File: src/rtl/axi_lite_mem_arbiter.sv
// axi_lite_mem_arbiter: two-master round-robin AXI-lite arbiter, one transaction in flight
module axi_lite_mem_arbiter #(
    parameter int AXI_ADDR_WIDTH = 64,
    parameter int AXI_DATA_WIDTH = 128
) (
    input  logic                        clk,
    input  logic                        rstn,
    input  logic                        m0_aw_valid,
    output logic                        m0_aw_ready,
    input  logic [AXI_ADDR_WIDTH-1:0]   m0_aw_addr,
    input  logic                        m0_w_valid,
    output logic                        m0_w_ready,
    input  logic [AXI_DATA_WIDTH-1:0]   m0_w_data,
    input  logic [AXI_DATA_WIDTH/8-1:0] m0_w_strb,
    output logic                        m0_b_valid,
    input  logic                        m0_b_ready,
    output logic [1:0]                  m0_b_resp,
    input  logic                        m0_ar_valid,
    output logic                        m0_ar_ready,
    input  logic [AXI_ADDR_WIDTH-1:0]   m0_ar_addr,
    output logic                        m0_r_valid,
    input  logic                        m0_r_ready,
    output logic [AXI_DATA_WIDTH-1:0]   m0_r_data,
    output logic [1:0]                  m0_r_resp,
    input  logic                        m1_aw_valid,
    output logic                        m1_aw_ready,
    input  logic [AXI_ADDR_WIDTH-1:0]   m1_aw_addr,
    input  logic                        m1_w_valid,
    output logic                        m1_w_ready,
    input  logic [AXI_DATA_WIDTH-1:0]   m1_w_data,
    input  logic [AXI_DATA_WIDTH/8-1:0] m1_w_strb,
    output logic                        m1_b_valid,
    input  logic                        m1_b_ready,
    output logic [1:0]                  m1_b_resp,
    input  logic                        m1_ar_valid,
    output logic                        m1_ar_ready,
    input  logic [AXI_ADDR_WIDTH-1:0]   m1_ar_addr,
    output logic                        m1_r_valid,
    input  logic                        m1_r_ready,
    output logic [AXI_DATA_WIDTH-1:0]   m1_r_data,
    output logic [1:0]                  m1_r_resp,
    output logic                        s_aw_valid,
    input  logic                        s_aw_ready,
    output logic [AXI_ADDR_WIDTH-1:0]   s_aw_addr,
    output logic                        s_w_valid,
    input  logic                        s_w_ready,
    output logic [AXI_DATA_WIDTH-1:0]   s_w_data,
    output logic [AXI_DATA_WIDTH/8-1:0] s_w_strb,
    input  logic                        s_b_valid,
    output logic                        s_b_ready,
    input  logic [1:0]                  s_b_resp,
    output logic                        s_ar_valid,
    input  logic                        s_ar_ready,
    output logic [AXI_ADDR_WIDTH-1:0]   s_ar_addr,
    input  logic                        s_r_valid,
    output logic                        s_r_ready,
    input  logic [AXI_DATA_WIDTH-1:0]   s_r_data,
    input  logic [1:0]                  s_r_resp,
    output logic [2:0]                  grant_state
);
    typedef enum logic [2:0] {IDLE = 3'd0, R0 = 3'd1, W0 = 3'd2, R1 = 3'd3, W1 = 3'd4} state_t;

    state_t state, next_state;
    logic   last_grant, next_grant;
    logic   r0, w0, r1, w1, req0, req1, sel1, done;

    // state and fairness pointer
    always_ff @(posedge clk or negedge rstn) begin
        if (!rstn) begin
            state      <= IDLE;
            last_grant <= 1'b0;
        end else begin
            state      <= next_state;
            last_grant <= next_grant;
        end
    end

    // arbitrate in IDLE, hold the grant until the response handshake
    always_comb begin
        req0       = m0_aw_valid | m0_ar_valid;
        req1       = m1_aw_valid | m1_ar_valid;
        sel1       = req1 & (~req0 | ~last_grant);
        done       = (r0 & s_r_valid & m0_r_ready) | (w0 & s_b_valid & m0_b_ready) |
                     (r1 & s_r_valid & m1_r_ready) | (w1 & s_b_valid & m1_b_ready);
        next_state = done ? IDLE : state;
        next_grant = last_grant;
        if (state == IDLE && (req0 | req1)) begin
            next_grant = sel1;
            next_state = sel1 ? (m1_aw_valid ? W1 : R1) : (m0_aw_valid ? W0 : R0);
        end
    end

    // combinational channel steering from the registered grant
    always_comb begin
        r0          = state == R0;
        w0          = state == W0;
        r1          = state == R1;
        w1          = state == W1;
        grant_state = state;
        s_aw_valid  = w0 ? m0_aw_valid : w1 ? m1_aw_valid : 1'b0;
        s_aw_addr   = w0 ? m0_aw_addr  : w1 ? m1_aw_addr  : '0;
        s_w_valid   = w0 ? m0_w_valid  : w1 ? m1_w_valid  : 1'b0;
        s_w_data    = w0 ? m0_w_data   : w1 ? m1_w_data   : '0;
        s_w_strb    = w0 ? m0_w_strb   : w1 ? m1_w_strb   : '0;
        s_b_ready   = w0 ? m0_b_ready  : w1 ? m1_b_ready  : 1'b0;
        s_ar_valid  = r0 ? m0_ar_valid : r1 ? m1_ar_valid : 1'b0;
        s_ar_addr   = r0 ? m0_ar_addr  : r1 ? m1_ar_addr  : '0;
        s_r_ready   = r0 ? m0_r_ready  : r1 ? m1_r_ready  : 1'b0;
        m0_aw_ready = w0 & s_aw_ready;
        m0_w_ready  = w0 & s_w_ready;
        m0_b_valid  = w0 & s_b_valid;
        m0_b_resp   = w0 ? s_b_resp : 2'b00;
        m0_ar_ready = r0 & s_ar_ready;
        m0_r_valid  = r0 & s_r_valid;
        m0_r_data   = r0 ? s_r_data : '0;
        m0_r_resp   = r0 ? s_r_resp : 2'b00;
        m1_aw_ready = w1 & s_aw_ready;
        m1_w_ready  = w1 & s_w_ready;
        m1_b_valid  = w1 & s_b_valid;
        m1_b_resp   = w1 ? s_b_resp : 2'b00;
        m1_ar_ready = r1 & s_ar_ready;
        m1_r_valid  = r1 & s_r_valid;
        m1_r_data   = r1 ? s_r_data : '0;
        m1_r_resp   = r1 ? s_r_resp : 2'b00;
    end
endmodule

File: config.mk
export PLATFORM = sky130hd
export DESIGN_NAME = axi_lite_mem_arbiter
export DESIGN_NICKNAME = d
export VERILOG_FILES = /design/src/rtl/axi_lite_mem_arbiter.sv
export SDC_FILE = /design/constraint.sdc
export NUM_CORES = 1
export LEC_CHECK = 0
export ABC_CLOCK_PERIOD_IN_PS = 1730
export CORE_AREA = 2 2 487 489
export DETAILED_ROUTE_END_ITERATION = 8
export DIE_AREA = 0 0 489 491
export GPL_TIMING_DRIVEN = 0
export PLACE_DENSITY = 0.3
export SYNTH_ARGS = -nofsm -noshare
export SYNTH_HDL_FRONTEND = slang
export SYNTH_SLANG_ARGS = --single-unit
File: constraint.sdc
create_clock -name clk -period 1.73 [get_ports clk]
set_input_delay 0.4325 -clock clk [delete_from_list [all_inputs] [get_ports clk]]
set_output_delay 0.4325 -clock clk [all_outputs]
set_load 0.1 [all_outputs]
# Word-level counts from Yosys, hierarchy flattened
# Index checks and enable logic that the tools add are counted.
# W data, S select, Z words.
dict set report totals {
  reg_bits 4
  input_bits 693
  output_inout_bits 554
  word_cells 62
}
dict set report op_classes {
  eq_ne 4
  muxes 29
  bitwise 24
  reduce_logical 3
}
# op n
set ops {}
lappend ops {{$mux W128} 4}
lappend ops {{$mux W64} 4}
lappend ops {{$mux W16} 2}
lappend ops {{$and A1 B1 Y1} 15}
lappend ops {{$mux W3} 4}
lappend ops {{$mux W1} 10}
lappend ops {{$mux W2} 5}
lappend ops {{$or A1 B1 Y1} 7}
lappend ops {{$eq A3 B2 Y1 const B} 2}
lappend ops {{$eq A3 B1 Y1 const B} 1}
lappend ops {{$eq A3 B3 Y1 const B} 1}
lappend ops {{$logic_not A3 Y1} 1}
lappend ops {{$not A1 Y1} 2}
lappend ops {{$reduce_bool A2 Y1} 1}
lappend ops {{$logic_and A1 B1 Y1} 1}

# Depth between registers and ports, before layout
# Gate-level depths: netlist of the first run.
dict set report depth {
  depth_word 8
  mapped_depth 7
  depth_no_buf 4
}

# Least setup slack after synthesis of the first run
# Ideal clock, no wire load.
dict set report synth_path {
  kind {flip-flop to output port}
  from {register state[0] (netlist: grant_state[0])}
  to {output port m0_r_data[100]}
  arrival_ns 2.624
  slack_ns -1.326
  stages_incl_launch_ff 8
  path_cell_list {dfrtp_1 > and2b_1 > buf_6 > nor2b_4 > buf_6 > buf_6 > buf_2 > and2_1}
}
dict set report synth_via {
  elab_chain_cells 2
}
# element line
set synth_rtl {}
lappend synth_rtl {{start: declaration} 63} ;# state_t state, next_state;
lappend synth_rtl {{start signal: assignment} 73} ;# state <= next_state;
lappend synth_rtl {{$eq A3 B1 Y1} 95} ;# r0 = state == R0;
lappend synth_rtl {{$mux W128} 115} ;# m0_r_data = r0 ? s_r_data : '0;
lappend synth_rtl {{end: declaration} 23} ;# output logic [AXI_DATA_WIDTH-1:0] m0_r_data,
# Every way passes these cells.

# Final worst setup path of the first run
dict set report layout_path {
  from {register state[2] (netlist: grant_state[2])}
  to {output port m1_r_data[116]}
}
dict set report layout_via {
  elab_chain_cells 2
}
# element line
set layout_rtl {}
lappend layout_rtl {{$eq A3 B2 Y1} 97} ;# r1 = state == R1;
lappend layout_rtl {{$mux W128} 123} ;# m1_r_data = r1 ? s_r_data : '0;
lappend layout_rtl {{end: declaration} 40} ;# output logic [AXI_DATA_WIDTH-1:0] m1_r_data,
# Every way passes these cells.

==> results of run 1 <==
## cell usage in the layout, fill, tap and decap left out, types with 4 or more instances in the layout
cell type,n
buf_12,173
a22o_2,175
buf_8,35
clkbuf_2,35
clkbuf_8,9
clkbuf_16,4
nand2_1,4
diode_2,39
clkbuf_4,99
dlygate4sd2_1,4
buf_16,8
o21ai_0,6
and3_2,129
buf_6,84
and3_1,5
buf_4,114
a22o_4,102
clkdlybuf4s15_2,21
clkdlybuf4s50_1,694
and2_2,5
buf_2,92
and2_4,133
## registers in the layout (all words and copies together), names as in the netlist
signal	cells
grant_state	3
last_grant	1
## cell families (layout without fill, tap and decap cells)
kind of cell	count (synthesis)	count (layout)	synth area share
other	0	39	0
buffers and inverters	108	1382	0.1142
AO/OA/AOI/OAI	290	290	0.5023
multiplexers	1	1	0.002004
flip-flops	4	4	0.02004
AND/OR/NAND/NOR	290	290	0.3615
## worst max-delay path by stage
stage                        start        endpoint  slack (ps)  depth (start not counted)
detailed placement  grant_state[1]    s_w_data[94]       -2980                          7
global placement    grant_state[2]   s_aw_addr[24]       -3410                          6
floorplan           grant_state[2]  m0_r_data[100]        -690                          7
global route        grant_state[2]     s_w_data[8]       -1230                          8
CTS                 grant_state[2]   s_ar_addr[45]       -1500                          7
finish              grant_state[2]  m1_r_data[116]       -1190                          5
## critical path, delay by kind of cell (launching register included)
kind / cells / cell delay (ps)
flip-flops: 1 / 500
AND/OR/NAND/NOR: 2 / 530
buffers and inverters: 3 / 1200
## metal layers
layer	wire, µm	share of wire
met1	78080	0.40
met2	86150	0.45
met3	24160	0.13
met4	4104	0.021
met5	508	0.0026
## area by class of cell
class	instances	share of cell area
timing repair buffer	1271	0.5412
sequential	4	0.004444
tap	3150	0.1573
buffer	107	0.05208
multi-input combinational	581	0.2380
antenna	39	0.003895
clock buffer	4	0.003146
## timing repair
item / in CTS / in global routing
gates cloned: 1 / 1
setup buffers: 8 / 14
pin swaps: 1 / 2
setup endpoints to repair: 557 / 557
gates resized for setup: 2242 / 1554
## metrics by stage
stage / power, mW / worst slack, ps
floorplan: 37.56 / -691.8
global placement: 56.36 / -3410
detailed placement: 56.00 / -2977
CTS: 56.61 / -1505
global route: 61.92 / -1230
finish: 60.16 / -1190
## power by group
part           total [mW]  internal [mW]  leakage, nW  switching (mW)
logic                59.5           16.1         10.1            43.4
registers           0.267          0.167       0.0449           0.100
clock network       0.374          0.305       0.0384          0.0694
total                60.2           16.6         10.1            43.6
==> impl_metrics.csv, run 1 <==
group,metric,value,unit
run_status,run_status,"complete, but fails checks",
run_status,failing_checks,"negative setup slack",
die,width_of_the_die,489,µm
synthesis,synthesis.yosys.warnings,0,
die,die_h,491,µm
cts,clkTransAtPathRegs,30,ps
global_routing,antenna_found_initial,168,
pwr,cellPowerDensity,2401,nW/µm²
finish,nFillCells,27210,
synthesis,yosys.cell_types.count,25,
synthesis,post_synth.cell_area_avg,7.207,µm²
timing,finalHoldViolations,0,
critical_path,critPathLaunchType,"flop",
route,drt-wirelength-per-cell,37.43,µm
cts,cts_tree,"built",
finish,layout-drive-gt1-share,0.6253,
run,max_cap_viol_count,0,
placed_design,post-dp-hpwl,181600,µm
pwr,cell_leakage_power,10.15,nW
finish,ff_latch_area,111.4,µm²
placed_design,gp_congestion,0.9308,
synthesis,yosys.cell_count.top_type,"a22o_1",
global_routing,grt_util_met3,0.06871,
critical_path,arrival,2490,ps
critical_path,r2r_cells,8,
critical_path,critical_path.slowest_cell,"clkdlybuf4s15_2",
synthesis,syn_inst,693,
timing,timing.max_slew.rel_slack,0.2034,
timing,unrepaired_setup_endpoints_after_global_routing,"yes",
global_routing,grt_pass1_wl,220800,µm
finish,design_area,25060,µm²
critical_path,timing.setup.critical_path_class,"flop to output port",
synthesis,synth_nets,1386,
timing,achievable-frequency,342.5,MHz
synthesis,ys.flop_type,"dfrtp_1",
die,die_area,240100,µm²
cts,cts-buffers-inserted,3,
die,initial_core_utilization,0.02130,
die,core.rowCount,178,
synthesis,sequential_share_of_the_synthesized_area,0.02004,
timing,setup_ws,-1190,ps
critical_path,ff2ff_setup_slack,-90,ps
synthesis,post_synth_most_frequent_cells,"277 x a22o_1, 139 x and2_1, 137 x and3_1",
route,drt_antenna_net_count,0,
critical_path,critical_path.reg2reg.startpoint,"grant_state[2]",
critical_path,r2r-end,"grant_state[0]",
placed_design,dp_cells,5090,
timing,min_period_over_period,1.688,
cts,h-tree-depth,1,
timing,final.setup_skew,1.735,ps
cts,post_cts_hold_buffer_count,0,
cts,clock-root-buffer,"clkbuf_16",
finish,final_net_count,2661,
critical_path,cpPeakStageDelay,560,ps
finish,layout.core_utilization,0.1068,
cts,worstSkewPairLatency,230,ps
placed_design,io_buffers,1246,
synthesis,synth-edff-count,0,
timing,holdWs,414.5,ps
critical_path,timing.critical_path.fanout_max,10,
global_routing,met1_usage,0.1869,
synthesis,synth.largest_area_cell,"a22o_1",
die,pin_count,1247,
placed_design,post_dp_cell_area,22980,µm²
synthesis,synth_top_area_share,0.4857,
timing,slew_viol_final,0,
cts,tritoncts_num_sinks,4,
route,dr_vias,12840,
synthesis,ys_seq_elements,4,
global_routing,grt.met2_usage,0.2539,
timing,finalWorstPathRequiredPeriod,2920,ps
finish,area_overhead_of_the_layout_relative_to_synthesis,401.6,%
global_routing,global_route_congestion_overflow_total,0,
finish,multi_input_comb_area,5962,µm²
route,detailedRoute.firstIterationViolations,667,
worst_hold_path,class_of_the_tightest_hold_or_removal_check,"primary input to asynchronous set/reset pin",
cts,ctsLongestPathBuffers,2,
timing,setup_total_negative_slack,-522160,ps
global_routing,layer_with_the_highest_usage_after_global_routing,"met2",
route,drcViolationCount,0,
route,vias_per_cell,2.489,
pwr,power.ir.vdd_worst,1.300,mV
synthesis,async_flop_share,1.000,
die,core_outline_area,234500,µm²
synthesis,synth_area,4995,µm²
critical_path,path_cells,"and2b_1 > buf_12 > buf_2 > and3_2 > clkdlybuf4s15_2",
global_routing,grt.total_usage,0.1528,
timing,setup-violations-final,556,
route,routed_wl,193000,µm
critical_path,cp-end-kind,"output port",
synthesis,synth.top_cells.by_area,"a22o_1 49%, and2_1 17%, and3_1 17%, buf_2 4.5%, clkbuf_1 3.1%",
critical_path,timing.critical_path.required,1300,ps
route,drt_pass1_iterations,5,
global_routing,largest_net_degree_at_the_start_of_global_routing,11,
global_routing,grt_pass1_vias,12970,
finish,instances_no_fill,5156,
timing,worst-slew-pin-transition,1193,ps
Note: power is estimated with default switching activity, not from simulation.
==> run 2: changes to the inputs <==
--- a/config.mk
+++ b/config.mk
@@ -6,11 +6,13 @@
 export NUM_CORES = 1
 export LEC_CHECK = 0
 export ABC_CLOCK_PERIOD_IN_PS = 1730
-export CORE_AREA = 2 2 487 489
+export CELL_PAD_IN_SITES_DETAIL_PLACEMENT = 1
+export CELL_PAD_IN_SITES_GLOBAL_PLACEMENT = 1
+export CORE_AREA = 2 2 485 487
 export DETAILED_ROUTE_END_ITERATION = 8
-export DIE_AREA = 0 0 489 491
+export DIE_AREA = 0 0 487 489
 export GPL_TIMING_DRIVEN = 0
-export PLACE_DENSITY = 0.3
+export PLACE_DENSITY = 0.37
 export SYNTH_ARGS = -nofsm -noshare
 export SYNTH_HDL_FRONTEND = slang
 export SYNTH_SLANG_ARGS = --single-unit
==> impl_metrics.csv, run 2 (synthesized netlist as in run 1, its figures left out) <==
group,metric,value,unit
worst_hold_path,class_of_the_tightest_hold_or_removal_check,"primary input to asynchronous set/reset pin",
route,drt_antenna_net_count,0,
timing,slew_viol_final,0,
critical_path,arrival,2330,ps
timing,achievable-frequency,362.5,MHz
cts,ctsLongestPathBuffers,2,
timing,holdWs,425.6,ps
global_routing,grt_pass1_wl,224700,µm
global_routing,grt.total_usage,0.1569,
cts,worstSkewPairLatency,230,ps
timing,finalHoldViolations,0,
critical_path,ff2ff_setup_slack,-340,ps
finish,nFillCells,26780,
route,vias_per_cell,2.681,
timing,setup-violations-final,556,
critical_path,r2r_cells,11,
global_routing,grt_pass1_vias,13400,
critical_path,critPathLaunchType,"flop",
timing,unrepaired_setup_endpoints_after_global_routing,"yes",
critical_path,timing.critical_path.required,1300,ps
finish,layout-drive-gt1-share,0.6465,
pwr,power_frac_comb,0.992,
timing,timing.max_slew.rel_slack,0.2895,
pwr,power_switching,46.10,mW
die,pin_count,1247,
placed_design,gp_congestion,0.8955,
route,drcViolationCount,0,
global_routing,met1_usage,0.1847,
die,die_area,238100,µm²
critical_path,r2r-end,"grant_state[1]",
critical_path,critical_path.reg2reg.startpoint,"grant_state[0]",
global_routing,global_route_congestion_overflow_total,0,
route,routed_wl,205600,µm
timing,worst-slew-pin-transition,1062,ps
global_routing,antenna_found_initial,232,
timing,min_period_over_period,1.595,
cts,post_cts_hold_buffer_count,0,
cts,clock-root-buffer,"clkbuf_16",
die,core.rowCount,178,
pwr,switch_share,0.6322,
route,dr_vias,13830,
placed_design,io_buffers,1246,
run_status,failing_checks,"negative setup slack",
pwr,cell_leakage_power,12.45,nW
critical_path,timing.critical_path.fanout_max,10,
die,die_h,489,µm
cts,h-tree-depth,1,
finish,most-common-layout-cells,"694 x clkdlybuf4s50_1, 511 x buf_12, 229 x a22o_4",
die,width_of_the_die,487,µm
run_status,run_status,"complete, but fails checks",
placed_design,post-dp-hpwl,184600,µm
pwr,p_int,26.82,mW
finish,instances_no_fill,5158,
global_routing,largest_net_degree_at_the_start_of_global_routing,11,
die,initial_core_utilization,0.02138,
pwr,pwr-share-clk,0.005,
route,detailedRoute.firstIterationViolations,641,
route,drt_pass1_iterations,4,
finish,area_overhead_of_the_layout_relative_to_synthesis,537.5,%
finish,number_of_flip_flops_in_the_largest_register,3,
global_routing,layer_with_the_highest_usage_after_global_routing,"met2",
die,core_outline_area,233600,µm²
placed_design,post_dp_cell_area,22890,µm²
finish,mostFrequentLayoutCell,"clkdlybuf4s50_1",
timing,finalWorstPathRequiredPeriod,2759,ps
cts,cts_tree,"built",
finish,final_net_count,2748,
critical_path,timing.setup.critical_path_class,"flop to output port",
global_routing,grt.met2_usage,0.2599,
pwr,power.ir.vdd_worst,1.338,mV
critical_path,cp-end-kind,"output port",
run,max_cap_viol_count,0,
pwr,cellPowerDensity,2290,nW/µm²
timing,setup_ws,-1029,ps
timing,final.setup_skew,1.457,ps
finish,design_area,31840,µm²
placed_design,dp_cells,4999,
cts,clkTransAtPathRegs,30,ps
global_routing,grt_util_met3,0.07893,
cts,cts-buffers-inserted,3,
pwr,pwr-share-seq,0.003,
route,drt-wirelength-per-cell,39.86,µm
cts,tritoncts_num_sinks,4,
[run 2: cell count changes in the layout (fill, tap and decap cells not counted), sizes merged]
cell / previous run / this run
buf: 506 / 693
clkbuf: 150 / 54
diode: 39 / 44
clkdlybuf4s15: 22 / 26
dlygate4sd2: 4 / 1
clkdlybuf4s18: 2 / 0
dlymetal6s2s: 3 / 1
bufbuf: 1 / 0
[run 2: final cells by class]
type,count,area [µm²],area share
repair buffers,1362,18890,0.5934
multi-input cells,581,7123,0.2237
well taps,3060,3829,0.1202
plain buffers,103,1693,0.05317
flip-flops and latches,4,111.4,0.003497
diodes,44,110.1,0.003458
clock buffers,4,78.83,0.002476
[run 2: metal layers]
layer	vias up	part of all wire
li1	5533	-
met3	380	0.12
met1	6556	0.39
met4	104	0.022
met2	1256	0.46
met5	-	0.0041
[run 2: power by group through the flow]
stage / sequential [mW] / clock, mW / combinational (mW)
floorplan: 0.483 / 0 / 37.1
global placement: 0.242 / 0 / 55.1
detailed placement: 0.243 / 0 / 54.8
CTS: 0.260 / 0.380 / 59.4
global route: 0.239 / 0.394 / 74.0
finish: 0.232 / 0.380 / 72.3
[run 2: worst max path at each step]
| stage | slack (ps) | endpoint | start | cells after the start |
|---|---|---|---|---|
| final | -1030 | s_ar_addr[56] | grant_state[0] | 9 |
| after detailed placement | -3190 | s_w_strb[14] | grant_state[1] | 7 |
| after global placement | -3290 | s_w_strb[12] | grant_state[1] | 7 |
| after CTS | -1070 | m0_r_data[80] | grant_state[2] | 8 |
| after global routing | -1070 | s_ar_addr[45] | grant_state[0] | 9 |
| after floorplan | -690 | m0_r_data[100] | grant_state[2] | 7 |
[run 2: critical path: stages, from the launching register on]
cell and delay, ps:
dfrtp_4 470, and2b_2 220, buf_12 130, nor2b_4 120, buf_12 140, buf_12 140
buf_16 150, buf_16 210, a22o_4 260, buf_12 180
[run 2: timing repair]
action	CTS	global route
resized for setup	3611	1567
pin swaps	2	28
setup buffers	4	74
endpoints found under the setup margin	556	556
gates cloned	4	35
hold endpoints to repair	0	0
[run 2: stage by stage]
| stage | total power, mW | utilization | TNS (ps) | setup slack [ps] |
|---|---|---|---|---|
| floorplan | 37.56 | - | -303860 | -691.8 |
| CTS | 60.07 | 0.1053 | -530920 | -1069 |
| global placement | 55.38 | 0.09841 | -1165280 | -3291 |
| detailed placement | 55.01 | 0.09799 | -1141850 | -3190 |
| global route | 74.65 | 0.1359 | -491150 | -1075 |
| finish | 72.93 | 0.1363 | -464920 | -1029 |
==> run 3: changes to the inputs <==
--- a/config.mk
+++ b/config.mk
@@ -9,10 +9,13 @@
 export CELL_PAD_IN_SITES_DETAIL_PLACEMENT = 1
 export CELL_PAD_IN_SITES_GLOBAL_PLACEMENT = 1
 export CORE_AREA = 2 2 485 487
+export CTS_BUF_LIST = sky130_fd_sc_hd__clkbuf_8
+export CTS_CLUSTER_DIAMETER = 200
 export DETAILED_ROUTE_END_ITERATION = 8
 export DIE_AREA = 0 0 487 489
 export GPL_TIMING_DRIVEN = 0
 export PLACE_DENSITY = 0.37
+export SKIP_LAST_GASP = 1
 export SYNTH_ARGS = -nofsm -noshare
 export SYNTH_HDL_FRONTEND = slang
 export SYNTH_SLANG_ARGS = --single-unit
==> impl_metrics.csv, run 3 (synthesized netlist as in run 1, its figures left out) <==
group,metric,value,unit
route,detailedRoute.firstIterationViolations,674,
cts,clkTransAtPathRegs,40,ps
critical_path,cp-end-kind,"output port",
critical_path,timing.setup.critical_path_class,"flop to output port",
cts,h-tree-depth,1,
route,drt_antenna_net_count,0,
die,die_area,238100,µm²
global_routing,grt_pass1_vias,13350,
finish,ff_latch_area,111.4,µm²
critical_path,critical_path_s_most_frequent_cell,"buf_6",
cts,worstSkewPairLatency,230,ps
global_routing,global_route_congestion_overflow_total,0,
run,max_cap_viol_count,0,
global_routing,grt.total_usage,0.1568,
finish,mostFrequentLayoutCell,"clkdlybuf4s50_1",
die,pin_count,1247,
critical_path,timing.critical_path.fanout_max,10,
route,drcViolationCount,0,
worst_hold_path,class_of_the_tightest_hold_or_removal_check,"primary input to asynchronous set/reset pin",
timing,worst-slew-pin-transition,1231,ps
placed_design,post_dp_cell_area,22890,µm²
cts,tritoncts_num_sinks,4,
die,core.rowCount,178,
critical_path,ff2ff_setup_slack,30,ps
finish,final_net_count,2646,
timing,achievable-frequency,358.7,MHz
die,initial_core_utilization,0.02138,
route,drt_pass1_iterations,5,
timing,timing.max_slew.rel_slack,0.1828,
route,vias_per_cell,2.632,
die,width_of_the_die,487,µm
cts,clock-root-buffer,"clkbuf_8",
route,drt-wirelength-per-cell,38.93,µm
placed_design,gp_congestion,0.8955,
timing,finalWorstPathRequiredPeriod,2788,ps
critical_path,critical_path.reg2reg.startpoint,"grant_state[2]",
die,die_h,489,µm
finish,number_of_flip_flops_in_the_largest_register,3,
global_routing,largest_net_degree_at_the_start_of_global_routing,11,
placed_design,dp_cells,4999,
finish,layout-drive-gt1-share,0.6204,
timing,slew_viol_final,0,
critical_path,critical_path.slowest_cell,"dfrtp_4",
critical_path,r2r_cells,6,
cts,cts_tree,"built",
placed_design,io_buffers,1246,
die,core_outline_area,233600,µm²
finish,nFillCells,27410,
pwr,power.ir.vdd_worst,1.156,mV
cts,cts-buffers-inserted,3,
global_routing,antenna_found_initial,235,
route,routed_wl,197200,µm
critical_path,critPathLaunchType,"flop",
timing,setup-violations-final,555,
critical_path,arrival,2360,ps
critical_path,path_cells,"clkbuf_4 > nor3b_4 > buf_16 > buf_12 > buf_6 > a22o_2 > buf_6",
timing,min_period_over_period,1.612,
finish,design_area,24910,µm²
timing,setup_ws,-1058,ps
cts,ctsLongestPathBuffers,2,
critical_path,cpPeakStageDelay,470,ps
finish,most-common-layout-cells,"697 x clkdlybuf4s50_1, 185 x buf_6, 183 x a22o_2",
timing,final.setup_skew,4.514,ps
placed_design,post-dp-hpwl,184600,µm
timing,finalHoldViolations,0,
placed_design,place_ws,-3190,ps
critical_path,timing.critical_path.required,1300,ps
pwr,cell_leakage_power,9.936,nW
run_status,run_status,"complete, but fails checks",
finish,instances_no_fill,5067,
run_status,failing_checks,"negative setup slack",
route,dr_vias,13340,
pwr,design_power_total,59.21,mW
timing,unrepaired_setup_endpoints_after_global_routing,"yes",
pwr,cellPowerDensity,2377,nW/µm²
global_routing,grt_pass1_wl,224500,µm
critical_path,r2r-end,"grant_state[1]",
finish,area_overhead_of_the_layout_relative_to_synthesis,398.7,%
finish,multi_input_comb_area,5898,µm²
## run 3: cell types whose count changed in the layout (fill, tap and decap cells not counted), moves of 53 or more
| cell | before | now |
|---|---|---|
| and3_2 | 79 | 132 |
| buf_12 | 511 | 123 |
| buf_4 | 77 | 165 |
| buf_6 | 53 | 185 |
| a22o_2 | 48 | 183 |
| a22o_4 | 229 | 94 |
| and3_4 | 55 | 0 |
## run 3: worst max-delay path: cells and delay by family, from the launching register on
kind / cells / cell delay (ps)
flip-flops: 1 / 470
AO/OA/AOI/OAI: 1 / 210
AND/OR/NAND/NOR: 1 / 340
buffers and inverters: 5 / 1040
## run 3: layer usage
metal | part of all wire | GRT usage | up-vias | routed length (µm)
met5 | 0.0044 | 0.005233 | - | 860
li1 | - | - | 5319 | -
met4 | 0.021 | 0.01863 | 108 | 4182
met1 | 0.40 | 0.1853 | 6278 | 78480
met2 | 0.46 | 0.2597 | 1262 | 89800
met3 | 0.12 | 0.07799 | 369 | 23920
## run 3: final cells by class
type,count,share of cell area
multi-input cells,581,0.2368
clock inverters,1,0.0001507
clock buffers,3,0.001658
flip-flops and latches,4,0.004471
well taps,3060,0.1537
diodes,55,0.005525
plain buffers,108,0.04998
repair buffers,1255,0.5477
## run 3: timing repair
item                                    4_1_cts  5_1_grt
hold buffers                                  0        0
gates cloned                                  4        0
endpoints found under the setup margin      556      556
gates resized for setup                    3402      376
hold endpoints to repair                      0        0
buffers inserted                              3        2
pin swaps                                     2        0
## run 3: how the worst max path moves through the flow
stage,start,endpoint,cells after the start
finish,grant_state[2],s_w_data[3],7
global route,grant_state[2],m0_r_data[80],8
CTS,grant_state[2],m0_r_data[80],8
detailed placement,grant_state[1],s_w_strb[14],7
global placement,grant_state[1],s_w_strb[12],7
floorplan,grant_state[2],m0_r_data[100],7
## run 3: metrics by stage
| stage | hold WS [ps] | util | setup TNS (ps) |
|---|---|---|---|
| floorplan | 136.9 | - | -303860 |
| global placement | 566.1 | 0.09841 | -1165280 |
| detailed placement | 557.8 | 0.09799 | -1141850 |
| CTS | 435.6 | 0.1027 | -546900 |
| global route | 442.9 | 0.1062 | -549210 |
| finish | 434.8 | 0.1066 | -512330 |
## run 3: where the power goes
part           internal [mW]  switching (mW)
clock                  0.152          0.0602
combinational           16.1            42.7
sequential             0.166          0.0909
total                   16.4            42.8
